==> config.mk <==
export PLATFORM = sky130hd
export DESIGN_NAME = time_display_scan
export DESIGN_NICKNAME = d
export VERILOG_FILES = /design/src/rtl/time_display_scan.sv
export SDC_FILE = /design/constraint.sdc
export NUM_CORES = 1
export LEC_CHECK = 0
export ABC_CLOCK_PERIOD_IN_PS = 5200
export CAP_MARGIN = 0
export CORE_MARGIN = 4
export CORE_UTILIZATION = 55
export DETAILED_ROUTE_END_ITERATION = 6
export DONT_BUFFER_PORTS = 1
export GPL_ROUTABILITY_DRIVEN = 0
export PLACE_DENSITY = 0.7
export SLEW_MARGIN = 20
export SYNTH_ARGS = -nofsm -noshare
export SYNTH_HDL_FRONTEND = slang
export SYNTH_SLANG_ARGS = --single-unit
==> constraint.sdc <==
create_clock -name CLK -period 5.2 [get_ports CLK]
set_clock_uncertainty 0.15 [all_clocks]
set_input_delay 0.78 -clock CLK [delete_from_list [all_inputs] [get_ports CLK]]
set_output_delay 0.78 -clock CLK [all_outputs]
set_load 0.1 [all_outputs]
==> src/rtl/time_display_scan.sv <==
// Scans an 18-bit HH:MM:SS time word onto a six-digit common-anode display.
// The time word is snapshotted once per frame so the digits never tear.
module time_display_scan #(
  parameter int SCAN_DIV  = 2,
  parameter int BLINK_DIV = 250
) (
  input  logic        CLK,
  input  logic        RESET,
  input  logic [17:0] TIME_DATA,
  input  logic        EDIT_EN,
  input  logic [1:0]  EDIT_FIELD,
  output logic [7:0]  SEG,
  output logic [5:0]  DIGIT_SEL,
  output logic        FRAME_DONE
);
  localparam int SW = (SCAN_DIV > 1) ? $clog2(SCAN_DIV) : 1;
  localparam int BW = (BLINK_DIV > 1) ? $clog2(BLINK_DIV) : 1;
  localparam logic [SW-1:0] SCAN_TC  = SW'(SCAN_DIV - 1);
  localparam logic [BW-1:0] BLINK_TC = BW'(BLINK_DIV - 1);

  logic [SW-1:0] scan_q, scan_d;
  logic [2:0]    idx_q, idx_d;
  logic [17:0]   snap_q, snap_d, snap_v;
  logic          first_q, edit_q;
  logic [BW-1:0] bcnt_q, bcnt_d;
  logic          phase_q, phase_d;
  logic [7:0]    seg_q, seg_d;
  logic [5:0]    sel_q, sel_d;
  logic          scan_tc, wrap, rise, blank, in_range;
  logic [5:0]    val;
  logic [3:0]    bcd;
  logic [7:0]    code;

  assign scan_tc    = scan_q == SCAN_TC;
  assign wrap       = scan_tc && idx_q == 3'd5;
  assign rise       = EDIT_EN && !edit_q;
  assign FRAME_DONE = wrap;
  assign SEG        = seg_q;
  assign DIGIT_SEL  = sel_q;

  always_comb begin
    scan_d = scan_tc ? '0 : scan_q + SW'(1);
    idx_d  = idx_q;
    if (scan_tc)
      idx_d = (idx_q == 3'd5) ? 3'd0 : idx_q + 3'd1;
    snap_d  = (first_q || wrap) ? TIME_DATA : snap_q;
    bcnt_d  = bcnt_q + BW'(1);
    phase_d = phase_q;
    if (rise) begin
      bcnt_d  = '0;
      phase_d = 1'b0;
    end else if (bcnt_q == BLINK_TC) begin
      bcnt_d  = '0;
      phase_d = !phase_q;
    end
  end

  // The first frame after reset decodes straight from the bus.
  always_comb begin
    snap_v = first_q ? TIME_DATA : snap_q;
    unique case (idx_q[2:1])
      2'd0:    val = snap_v[5:0];
      2'd1:    val = snap_v[11:6];
      default: val = snap_v[17:12];
    endcase
    in_range = (idx_q[2:1] == 2'd2) ? (val < 6'd24) : (val < 6'd60);
    bcd = idx_q[0] ? 4'(val / 6'd10) : 4'(val % 6'd10);
    unique case (bcd)
      4'd0:    code = 8'hC0;
      4'd1:    code = 8'hF9;
      4'd2:    code = 8'hA4;
      4'd3:    code = 8'hB0;
      4'd4:    code = 8'h99;
      4'd5:    code = 8'h92;
      4'd6:    code = 8'h82;
      4'd7:    code = 8'hF8;
      4'd8:    code = 8'h80;
      4'd9:    code = 8'h90;
      default: code = 8'hFF;
    endcase
    blank = EDIT_EN && !rise && phase_q
         && (EDIT_FIELD == idx_q[2:1]);
    seg_d = in_range ? code : 8'hBF;
    if (idx_q == 3'd2 || idx_q == 3'd4)
      seg_d[7] = 1'b0;
    if (blank)
      seg_d = 8'hFF;
    sel_d = ~(6'b1 << idx_q);
  end

  always_ff @(posedge CLK) begin
    if (RESET) begin
      scan_q  <= '0;
      idx_q   <= 3'd0;
      snap_q  <= 18'd0;
      first_q <= 1'b1;
      edit_q  <= 1'b0;
      bcnt_q  <= '0;
      phase_q <= 1'b0;
      seg_q   <= 8'hFF;
      sel_q   <= 6'h3F;
    end else begin
      scan_q  <= scan_d;
      idx_q   <= idx_d;
      snap_q  <= snap_d;
      first_q <= 1'b0;
      edit_q  <= EDIT_EN;
      bcnt_q  <= bcnt_d;
      phase_q <= phase_d;
      seg_q   <= seg_d;
      sel_q   <= sel_d;
    end
  end
endmodule

==> flow_metrics.env <==
export IMPL_vias_per_cell=5.88
export IMPL_tightest_slew_ps=1060
export IMPL_initial_utilization_pct=57.1
export IMPL_async_flop_share_pct=0
export IMPL_final_max_slew_viol_count=0
export IMPL_num_rows=24
export IMPL_synth_cell_type_count=54
export IMPL_clk_latency_ps=300
export IMPL_ctsResizeCount=0
export IMPL_period_minus_slack_ps=4590
export IMPL_startpoint="first_q$_DFF_P_"
export IMPL_synth_top_flop_cell="dfxtp_1"
export IMPL_diodes=0
export IMPL_drc=0
export IMPL_p_per_area_nw_per_um2=402
export IMPL_hold_viol=0
export IMPL_avgSynthCellArea_um2=8.69
export IMPL_p_sw_uw=448
export IMPL_htreeDepth=2
export IMPL_antenna_found_initial=0
export IMPL_die_h_um=75.5
export IMPL_drive_above_1_share_pct=10.3
export IMPL_rr_worst_depth=12
export IMPL_critPathRequiredTime_ps=5200
export IMPL_area_delta_synth_final_pct=3.15
export IMPL_post_cts_buffers=0
export IMPL_cts_buffers=5
export IMPL_seq_area_frac_synth_pct=37.6
export IMPL_rr_startpoint="first_q$_DFF_P_"
export IMPL_pwr_share_seq_pct=57.1
export IMPL_drt_initial_drc_count=94
export IMPL_comb_power_share_pct=22.1
export IMPL_peakVddDrop_uv=154
export IMPL_drt_pass1_iter_count=4
export IMPL_setup_tns_ps=0
export IMPL_setup_violations_final=0
export IMPL_grt_first_pass_wirelength_mm=8.44
export IMPL_grt_pass1_vias=1814
export IMPL_synth_cells=288
export IMPL_slew_limit_headroom_pct=29.6
export IMPL_io_buffers=0
export IMPL_synth_edf_count=0
export IMPL_wl_per_cell_um=14.9
export IMPL_synth_nets=320
export IMPL_fillers=391
export IMPL_routed_wl_mm=4.97
export IMPL_fp_dieArea_um2=5690
export IMPL_fin_nets=313
export IMPL_crit_path_max_fanout=16
export IMPL_fp_dieW_um=75.5
export IMPL_max_freq_mhz=218
export IMPL_yosysWarnings=0
export IMPL_clk_pin_slew_ps=80
export IMPL_grt_start_max_net_pins=31
export IMPL_r2r_end="SEG[0]$_SDFF_PP1_"
export IMPL_status="completed"
export IMPL_arrival_ps=4600
export IMPL_antenna_left=0
export IMPL_worst_setup_path_start_kind="flop"
export IMPL_cts_root_buf="clkbuf_8"
export IMPL_ioPinCount=38
export IMPL_period_share_pct=88.3
export IMPL_clock_sinks=47
export IMPL_rsz0062_at_grt="no"
export IMPL_vias=1965
export IMPL_internal_power_uw=588
export IMPL_cap_violations=0
export IMPL_tritoncts="built"
export IMPL_cts_buffer_depth=2
export IMPL_gr_total_overflow=0
export IMPL_endpoint="SEG[0]$_SDFF_PP1_"
export IMPL_holdBufCountCts=0
export IMPL_fin_cells=334
export IMPL_worstSetupEndpointType="flop"
export IMPL_grt_use_total_pct=19.3
export IMPL_dp_hpwl_mm=3.68
export IMPL_core_area_um2=4380
export IMPL_clock_power_share_pct=20.8
export IMPL_switching_share_pct=43.3
export IMPL_syn_cell_area_um2=2500
export IMPL_place_inst=326
export IMPL_hold_path_class="flop to flop"
export IMPL_worstSetupPathType="flop to flop"
export IMPL_regToRegSetupSlack_ps=610
export IMPL_ys_ff_latch=47
export IMPL_power_leakage_uw=0.000971
==> worst max-delay path: stages, from the launching register on <==
cell,delay [ps]
dfxtp_1,860
mux4_2,590
mux2_2,370
ha_1,400
a21o_1,200
a21oi_1,230
xnor2_1,180
ha_1,270
or4_1,490
o22ai_1,190
or3_1,210
mux2i_1,220
o211ai_1,90
==> flip-flops by register name, indices dropped and copies added, names as in the netlist <==
| name | count |
|---|---|
| DIGIT_SEL | 6 |
| SEG | 8 |
| bcnt_q | 8 |
| edit_q | 1 |
| first_q | 1 |
| idx_q | 3 |
| phase_q | 1 |
| scan_q | 1 |
| snap_q | 18 |
==> placed cells by master (no fill, tap or decap), types with 3 or more instances in the layout <==
cell / instances
a21oi_1: 25
mux4_2: 4
ha_1: 9
o21ai_0: 3
nand2b_1: 3
a21o_1: 3
and2_1: 4
dfxtp_1: 47
mux2_2: 5
xnor2_1: 7
o211ai_1: 7
clkbuf_8: 5
nor3_1: 8
nor2_1: 23
or2_2: 4
xor2_1: 6
or3_1: 3
nand3_1: 11
nand2_1: 50
inv_1: 6
mux2i_1: 11
==> worst min path at each step <==
stage	cells after the start	slack (ps)	end	start
after floorplan	2	280	snap_q[6]$_SDFFE_PP0P_	snap_q[6]$_SDFFE_PP0P_
after global placement	2	280	snap_q[7]$_SDFFE_PP0P_	snap_q[7]$_SDFFE_PP0P_
after detailed placement	2	290	snap_q[5]$_SDFFE_PP0P_	snap_q[5]$_SDFFE_PP0P_
after CTS	2	300	snap_q[5]$_SDFFE_PP0P_	snap_q[5]$_SDFFE_PP0P_
after global routing	2	310	snap_q[6]$_SDFFE_PP0P_	snap_q[6]$_SDFFE_PP0P_
final	2	300	snap_q[9]$_SDFFE_PP0P_	snap_q[9]$_SDFFE_PP0P_
==> cells by family (layout without fill, tap and decap cells) <==
family / Yosys count / in the layout / share of synthesized area [%]
buffers and inverters: 22 / 16 / 4.15
AO/OA/AOI/OAI: 59 / 59 / 16.5
multiplexers: 21 / 21 / 11.2
XOR/XNOR: 13 / 13 / 4.55
adder cells (fa/ha/maj): 9 / 9 / 4.50
AND/OR/NAND/NOR: 117 / 117 / 21.6
flip-flops: 47 / 47 / 37.6
==> per-stage QoR <==
stage	total power (µW)	hold WS [ps]	cell area (µm²)	setup WS, ps	utilization [%]
global route	1090	312	2580	257	58.9
detailed placement	829	286	2490	635	56.9
CTS	1040	299	2580	617	58.8
floorplan	792	279	2500	1020	-
finish	1040	296	2580	607	58.9
global placement	824	281	2490	736	56.9
==> power groups by stage <==
stage,combinational [µW],clock (µW),sequential (µW)
4_1_cts,228,222,594
5_1_grt,254,234,598
3_3_place_gp,223,0,600
6_report,229,215,592
3_5_place_dp,227,0,602
2_1_floorplan,203,0,589
==> cells in the mapped netlist, types with 2 or more instances <==
library cell   n  area share [%]
or2_2          4             1.0
a21oi_1       25             5.0
xnor2_1        7             2.5
clkbuf_1       8             1.2
clkinv_1       2            0.30
xor2_1         6             2.1
o211ai_1       7             2.1
nor2_1        24             3.6
a211oi_1       2            0.60
a211o_1        2            0.70
mux2i_1       11             4.4
o21ai_0        3            0.60
nand2b_1       3            0.75
and3_1         2            0.50
inv_1          6            0.90
dfxtp_1       47              38
and2_1         4             1.0
buf_2          2            0.40
nand3_1       11             2.2
a21o_1         3            0.90
ha_1           9             4.5
mux4_2         4             3.6
buf_6          2            0.90
a31oi_1        2            0.50
nor3_1         8             1.6
nand2_1       50             7.5
or3_1          3            0.75
mux2_2         5             2.2
==> cell type report <==
cell class                 count  area [µm²]  share of cell area [%]
multi-input combinational    219        1460                    56.6
sequential                    47         941                    36.5
clock buffer                   6        72.6                    2.81
tap                           52        65.1                    2.52
inverter                       8        30.0                    1.16
clock inverter                 2        12.5                   0.485
==> metal layers <==
metal | track usage (%) | share of wire (%)
met1 | 26.2 | 47
met2 | 29.4 | 46
met3 | 5.94 | 6.0
met4 | 5.83 | 1.5
met5 | 0 | 0
(Power assumes the default switching activity.)
